### config.mk
export PLATFORM = sky130hd
export DESIGN_NAME = tetris_pixel_gen
export DESIGN_NICKNAME = d
export VERILOG_FILES = /design/src/rtl/tetris_pixel_gen.sv
export SDC_FILE = /design/constraint.sdc
export NUM_CORES = 1
export LEC_CHECK = 0
export ABC_AREA = 1
export ABC_CLOCK_PERIOD_IN_PS = 7300
export CAP_MARGIN = 30
export CORE_AREA = 5 5 59 100
export CTS_CLUSTER_SIZE = 8
export DETAILED_ROUTE_END_ITERATION = 6
export DIE_AREA = 0 0 64 105
export GPL_ROUTABILITY_DRIVEN = 1
export PLACE_DENSITY = 0.81
export SYNTH_ARGS = -nofsm -noshare
export SYNTH_HDL_FRONTEND = slang
export SYNTH_SLANG_ARGS = --single-unit
### constraint.sdc
create_clock -name clk -period 7.3 [get_ports clk]
set_input_delay 1.46 -clock clk [delete_from_list [all_inputs] [get_ports clk]]
set_output_delay 1.46 -clock clk [all_outputs]
set_load 0.02 [all_outputs]
### src/rtl/tetris_pixel_gen.sv
// tetris_pixel_gen: pixel source feeding the VGA controller's rgb_8 input.
// Follows the controller's pixel_en/v_sync and fetches the playfield cell for the
// next displayed pixel. The 1-cycle synchronous RAM read is hidden behind the
// 2-cycle pixel period.
// Optional feature: define TETRIS_GRID_LINES_EN to draw GRID_COLOR on cell edges.
module tetris_pixel_gen #(
    parameter int unsigned BOARD_X0     = 240,
    parameter int unsigned BOARD_Y0     = 80,
    parameter int unsigned BORDER_W     = 4,
    parameter int unsigned H_ACTIVE     = 640,
    parameter int unsigned V_ACTIVE     = 480,
    parameter logic [7:0]  BG_COLOR     = 8'h00,
    parameter logic [7:0]  BORDER_COLOR = 8'h92,
    parameter logic [7:0]  GRID_COLOR   = 8'h49
) (
    input  logic       clk,
    input  logic       rst,
    input  logic       pixel_en,
    input  logic       v_sync,
    input  logic [2:0] cell_data,
    output logic       cell_rd,
    output logic [7:0] cell_addr,
    output logic [7:0] rgb_8,
    output logic       frame_start,
    output logic       underrun
);

    localparam int unsigned CW      = 10;
    localparam int unsigned BOARD_W = 160;
    localparam int unsigned BOARD_H = 320;

    localparam logic [CW-1:0] X0     = CW'(BOARD_X0);
    localparam logic [CW-1:0] Y0     = CW'(BOARD_Y0);
    localparam logic [CW-1:0] XB0    = CW'(BOARD_X0 - BORDER_W);
    localparam logic [CW-1:0] YB0    = CW'(BOARD_Y0 - BORDER_W);
    localparam logic [CW-1:0] BRD_W  = CW'(BOARD_W + 2 * BORDER_W);
    localparam logic [CW-1:0] BRD_H  = CW'(BOARD_H + 2 * BORDER_W);
    localparam logic [CW-1:0] X_LAST = CW'(H_ACTIVE - 1);
    localparam logic [CW-1:0] Y_LAST = CW'(V_ACTIVE - 1);

    typedef enum logic [1:0] {ST_PRIME, ST_WAIT, ST_READY} state_e;
    typedef enum logic [1:0] {PX_BG, PX_BORDER, PX_BOARD, PX_GRID} kind_e;

    state_e        state_q;
    kind_e         kind_q, kind_c;
    logic [CW-1:0] x_q, y_q, x_d, y_d;
    logic [CW-1:0] fx_c, fy_c, bx_c, by_c, ex_c, ey_c;
    logic          vsync_q, vs_fall_c, fetch_c, board_c, grid_c;
    logic [7:0]    rgb_q, addr_c;
    logic          frame_start_q, underrun_q;
    logic [4:0]    row_c;
    logic [3:0]    col_c;
    logic [7:0]    color_c;

    // RGB332 palette for playfield cell values
    function automatic logic [7:0] palette(input logic [2:0] v);
        case (v)
            3'd0:    palette = 8'h00;
            3'd1:    palette = 8'h1F;
            3'd2:    palette = 8'h03;
            3'd3:    palette = 8'hF4;
            3'd4:    palette = 8'hFC;
            3'd5:    palette = 8'h1C;
            3'd6:    palette = 8'h63;
            default: palette = 8'hE0;
        endcase
    endfunction

    // Next coordinates, fetch target selection, region classification and RAM address
    always_comb begin
        x_d       = x_q + 1'b1;
        y_d       = y_q;
        if (x_q == X_LAST) begin
            x_d = '0;
            y_d = (y_q == Y_LAST) ? '0 : y_q + 1'b1;
        end
        vs_fall_c = vsync_q & ~v_sync;
        fetch_c   = ~vs_fall_c & (pixel_en | (state_q == ST_PRIME));
        fx_c      = pixel_en ? x_d : x_q;
        fy_c      = pixel_en ? y_d : y_q;
        bx_c      = fx_c - X0;
        by_c      = fy_c - Y0;
        ex_c      = fx_c - XB0;
        ey_c      = fy_c - YB0;
        board_c   = (bx_c < CW'(BOARD_W)) && (by_c < CW'(BOARD_H));
`ifdef TETRIS_GRID_LINES_EN
        grid_c    = (bx_c[3:0] == 4'd0) || (by_c[3:0] == 4'd0);
`else
        grid_c    = 1'b0;
`endif
        kind_c    = PX_BG;
        if (board_c)
            kind_c = grid_c ? PX_GRID : PX_BOARD;
        else if ((ex_c < BRD_W) && (ey_c < BRD_H))
            kind_c = PX_BORDER;
        row_c     = by_c[8:4];
        col_c     = bx_c[7:4];
        addr_c    = 8'({row_c, 3'b000}) + 8'({row_c, 1'b0}) + 8'(col_c);
        cell_rd   = rst & fetch_c & board_c;
        cell_addr = cell_rd ? addr_c : 8'h00;
    end

    // Colour of the fetched pixel, resolved when the RAM data is valid
    always_comb begin
        color_c = BG_COLOR;
        case (kind_q)
            PX_BOARD:  color_c = palette(cell_data);
            PX_GRID:   color_c = GRID_COLOR;
            PX_BORDER: color_c = BORDER_COLOR;
            default:   color_c = BG_COLOR;
        endcase
    end

    // Fetch FSM with pixel counters, v_sync edge detect and sticky underrun
    always_ff @(posedge clk or negedge rst) begin
        if (!rst) begin
            state_q       <= ST_PRIME;
            kind_q        <= PX_BG;
            x_q           <= '0;
            y_q           <= '0;
            vsync_q       <= 1'b1;
            rgb_q         <= 8'h00;
            frame_start_q <= 1'b0;
            underrun_q    <= 1'b0;
        end else begin
            vsync_q       <= v_sync;
            frame_start_q <= vs_fall_c;
            if (vs_fall_c) begin
                x_q        <= '0;
                y_q        <= '0;
                state_q    <= ST_PRIME;
                underrun_q <= 1'b0;
            end else if (pixel_en) begin
                x_q     <= x_d;
                y_q     <= y_d;
                kind_q  <= kind_c;
                state_q <= ST_WAIT;
                if (state_q != ST_READY)
                    underrun_q <= 1'b1;
            end else begin
                case (state_q)
                    ST_PRIME: begin
                        kind_q  <= kind_c;
                        state_q <= ST_WAIT;
                    end
                    ST_WAIT: begin
                        rgb_q   <= color_c;
                        state_q <= ST_READY;
                    end
                    default: state_q <= ST_READY;
                endcase
            end
        end
    end

    assign rgb_8       = rgb_q;
    assign frame_start = frame_start_q;
    assign underrun    = underrun_q;

endmodule

# Word level (Yosys, flattened, before mapping)
# Cells that the tools add are included.
# totals
inputBits	7
regBits	35
out_inout_bits	19
word_cells	71
# op_classes
n_reduce_logical	10
n_addsub	8
eq_ne	13
n_lt_le_gt_ge	4
n_mux	20
n_bitwise	8
# op_table
op	count
2-to-1 mux 10 bit	7
case mux 8 bit (7 select lines)	1
case mux 8 bit (3 select lines)	1
adder 10 x 1 -> 10 bit (second input constant)	2
< comparator 10 x 8 -> 1 bit (second input constant)	2
< comparator 10 x 9 -> 1 bit (second input constant)	2
subtractor 10 x 7 -> 10 bit (second input constant)	2
subtractor 10 x 8 -> 10 bit (second input constant)	2
2-to-1 mux 2 bit	6
== test 10 bit (second input constant)	1
== test 10 x 9 -> 1 bit (second input constant)	1
== test 3 bit (second input constant)	3
adder 8 x 4 -> 8 bit	1
adder 8 x 6 -> 8 bit	1
2-to-1 mux 8 bit	1
== test 3 x 2 -> 1 bit (second input constant)	2
nonzero test 2 bit	3
bitwise AND 1 bit	4
== test 2 x 1 -> 1 bit (second input constant)	2
== test 2 bit (second input constant)	2
2-to-1 mux 1 bit	4
AND reduction 2 bit	2
== test 3 x 1 -> 1 bit (second input constant)	1
logical NOT 3 bit	1
6 further kinds	9

# Longest topological paths before layout
# logic_depth
ltp_word	11
depth_mapped	20
ltp_nobuf	20

# Least setup slack after synthesis
# OpenSTA, ideal clock, no wires.
# synth_timing
kind	input port to output port
startpoint	input port pixel_en
endpoint	output port cell_addr[7]
path_buffers	1
required_ns	5.840
slack_ns	1.750
t_arrival_ns	4.090
cell_stages	19
cell_sequence	buf_4 > nand2_1 > nor2_4 > nand2_1 > nand2_1 > nand2_2 > nor2_4 > nand2_1 > nand2_1 > nand2_1 > fa_1 > inv_1 > ha_1 > nand3_1 > nand2_1 > a21o_1 > a21oi_1 > xor2_1 > nor2_2
# synth_between
elab_chain_cells	6
word_cells_on_any_way	14
cone_classes	4 x add/sub; 2 x order compare; 3 x mux; 4 x bitwise; 1 x reduce/logical
# synth_lines
item	line	source
start: declaration	18	input logic pixel_en,
parallel branches: the longest is 5 deep, another holds subtractor 10 x 7 -> 10 bit	--	
2-to-1 mux 8 bit (*)	100	cell_addr = cell_rd ? addr_c : 8'h00;
end: declaration	22	output logic [7:0] cell_addr,
# Every way passes the cells marked *.

# Worst setup path in the final report
# Ends and elaborated chain as after synthesis.

==> results.yml <==
sta:
  period_needed_ps: 6739
  fin_hold_ws_ps: 477.2
  slew_headroom: 0.5213
  fmax_mhz: 148.4
  worstMarginPinSlew_ps: 712.6
  skew_ps: 2.828
  timing.setup.tns_ps: 0
  post-route-period-util: 0.9232
  rsz0062_at_grt: "false"
  slew_viol_final: 0
  final-setup-viol-count: 0
  final_hold_viol_count: 0
route:
  wl_microns: 6662
  routedWlPerCell_microns: 13.76
  ant_nets: 0
  routed-via-count: 2618
  drtIter0Drc: 126
  drc: 0
  drt-pass1-iter-count: 4
  vias_per_cell: 5.409
setup_path:
  critPathLaunchType: "input port"
  crit_chain: "clkdlybuf4s50_1 > buf_4 > nand2_2 > nor2_4 > nand2_1 > nand2_1 > nand3_1 > nor2_4 > nand2_1 > nand2_1 > nand2_1 > fa_1 > inv_1 > ha_1 > nand3_1 > nand2_1 > a21o_1 > a21oi_1 > xor2_1 > nor2_2 > clkdlybuf4s50_1"
  path_common_cell: "nand2_1"
  worstPathRequired_ps: 5840
  cpLargestDelayFamily: "buffers and inverters"
  ff2ff_path_depth: 18
  reg2reg_slack_ps: 4360
  timing.rr.end: "kind_q[0]"
  endpoint_kind: "primary output"
  r2r-start: "x_q[0]"
  cp_slowest_cell: "clkdlybuf4s50_1"
  critical_path_class: "input port to primary output"
  crit_buf_inv: 4
  critPathArrivalTime_ps: 5280
  path_max_fanout: 10
  max_stage_delay_ps: 620
floorplanning:
  die_h_microns: 105
  start_util: 0.5830
  core_area_sq_um: 4977
  dieArea_sq_um: 6720
  ios: 26
  fp.dieW_microns: 64
  num_rows: 34
clocking:
  postCtsResizedCells: 0
  numCtsBuffers: 5
  h-tree-depth: 2
  clock-sinks: 35
  clockBufferDepth: 2
  cts_tree: "built"
  cts_setup_buffers: 0
  clock_latency_ps: 290
  clk_pin_slew_worst_paths_ps: 70
  ctsHoldBuffers: 0
  cts-root-buf: "clkbuf_8"
synth:
  syn_area_sq_um: 2902
  yosysWarnings: 0
  netlist.area_leader.share: 0.2932
  syn_nets: 422
  synth_cells: 398
  synthTopCellsByArea: "dfrtp_1 29%, nand2_1 12%, inv_1 6.6%"
  synth_seq_cells: 35
  ys_seq_area_frac: 0.3023
  syn_avg_cell_area_sq_um: 7.290
  yosysUniqueCellTypes: 42
  synth_top_area_cell: "dfrtp_1"
min_path:
  hold_path.class: "flip-flop to flip-flop"
  min_path_cells: 2
  min_from: "rgb_8[6]"
  hold_path_end: "rgb_8[6]"
layout:
  utilization: 0.6697
  drive_gt1_frac: 0.1674
  area_growth_pct: 14.88
  final_nets: 453
  nFillCells: 437
  n_antenna_cell: 0
global_route:
  first_global_vias: 2659
  grt_pass1_wl_microns: 11740
  grt-ovfl-total: 0
  grt_max_degree: 37
  antenna_found_initial: 0
  grt.total_usage: 0.2156
pwr:
  p_per_area_nw_per_um2: 134.3
  max-vdd-ir-drop_v: 0.0001697
  leakagePower_nw: 1.723
placement:
  portBuffers: 25
  routabilityCongestion: 0.8873
  hpwl_microns: 5272
run:
  maxCapViolations: 0
status:
  status: "completed"
-- synthesized netlist by cell type (all sizes together) --
| master | count |
|---|---|
| nand2 | 111 |
| nor2 | 62 |
| fa | 2 |
| xnor2 | 2 |
| buf | 2 |
| a21oi | 16 |
| dfrtp | 34 |
| xor2 | 8 |
| clkbuf | 2 |
| o221ai | 1 |
| clkinv | 2 |
| o21ai | 13 |
| nand3b | 1 |
| or2 | 2 |
| nor3 | 5 |
| dfstp | 1 |
| a31oi | 2 |
| nand3 | 41 |
| a21o | 2 |
| nand4 | 10 |
| ha | 15 |
| o21bai | 3 |
| inv | 60 |
| a32o | 1 |
-- cell type report --
| type | count | area [sq um] | area share |
|---|---|---|---|
| Tap cell | 54 | 67.56 | 0.02027 |
| Timing Repair Buffer | 28 | 272.8 | 0.08183 |
| Clock buffer | 6 | 82.58 | 0.02477 |
| Sequential cell | 35 | 877.1 | 0.2631 |
| Clock inverter | 2 | 35.03 | 0.01051 |
| Inverter | 62 | 239.0 | 0.07170 |
| Multi-Input combinational cell | 297 | 1759 | 0.5278 |
-- cells by family (layout without fill, tap and decap cells) --
| group | Yosys count | in the layout | synth area share |
|---|---|---|---|
| AOI/OAI and AO/OA | 38 | 38 | 0.08538 |
| adders and majority gates | 17 | 17 | 0.07848 |
| and+or+nand+nor | 232 | 232 | 0.4097 |
| buffers and inverters | 66 | 98 | 0.09142 |
| xor gates and xnor gates | 10 | 10 | 0.03278 |
| DFF | 35 | 35 | 0.3023 |
-- through the flow --
step	setup slack [ps]	power [mW]	cell area [sq um]	cells
after floorplan	1750	0.2443	2902	398
after global routing	260.4	0.4670	3333	484
after global placement	648.9	0.2683	3216	476
final	560.5	0.4477	3333	484
after CTS	555.4	0.4504	3333	484
after detailed placement	566.9	0.2697	3216	476
-- report_power, final --
part           leakage (nW)  internal (mW)  switching [mW]  total [mW]
clock network        0.0612          0.110          0.0718       0.182
registers             0.469          0.204         0.00736       0.211
logic                  1.19         0.0219          0.0324      0.0543
total                  1.72          0.336           0.112       0.448
-- per-layer routing --
layer,global-route usage,vias up,wire length (microns)
met5,0,-,0
met1,0.2136,1208,2416
li1,-,1325,-
met4,0.1114,0,251
met3,0.03867,24,247
met2,0.4065,61,3747
-- flip-flops by register name, indices dropped and copies added (netlist names) --
signal and flops:
y_q 10, frame_start 1, state_q 2, x_q 10, rgb_8 8, underrun 1
kind_q 2, vsync_q 1
-- worst max path at each step --
stage	from	to	slack, ps	depth (start not counted)
2_1_floorplan	pixel_en	cell_addr[7]	1750	19
3_3_place_gp	pixel_en	cell_addr[7]	650	21
3_5_place_dp	pixel_en	cell_addr[7]	570	21
4_1_cts	pixel_en	cell_addr[7]	560	21
5_1_grt	pixel_en	cell_addr[7]	260	21
6_report	pixel_en	cell_addr[7]	560	21
-- tightest hold or removal path: cells and delay by family, from the launching register on --
kind	cells	cell delay [ps]
and+or+nand+nor	2	100
DFF	1	350
-- cell usage in the layout, fill, tap and decap left out, types with 2 or more instances in the layout --
cell type         n
nand2_1          96
inv_1            51
nor2_1           46
dfrtp_1          34
nand3_1          31
clkdlybuf4s50_1  25
a21oi_1          15
ha_1             15
nand2_2          12
nor2_2           11
nand4_1           8
inv_2             7
o21ai_0           7
xor2_1            7
clkbuf_8          6
nor2_4            5
nand3_2           5
nand3_4           5
nor3_1            5
nand2_4           3
o21bai_1          3
buf_4             3
o21ai_4           2
inv_4             2
clkinv_2          2
o21ai_2           2
o21ai_1           2
xnor2_1           2
a21o_1            2
a31oi_1           2
fa_1              2
(Power assumes the default switching activity.)
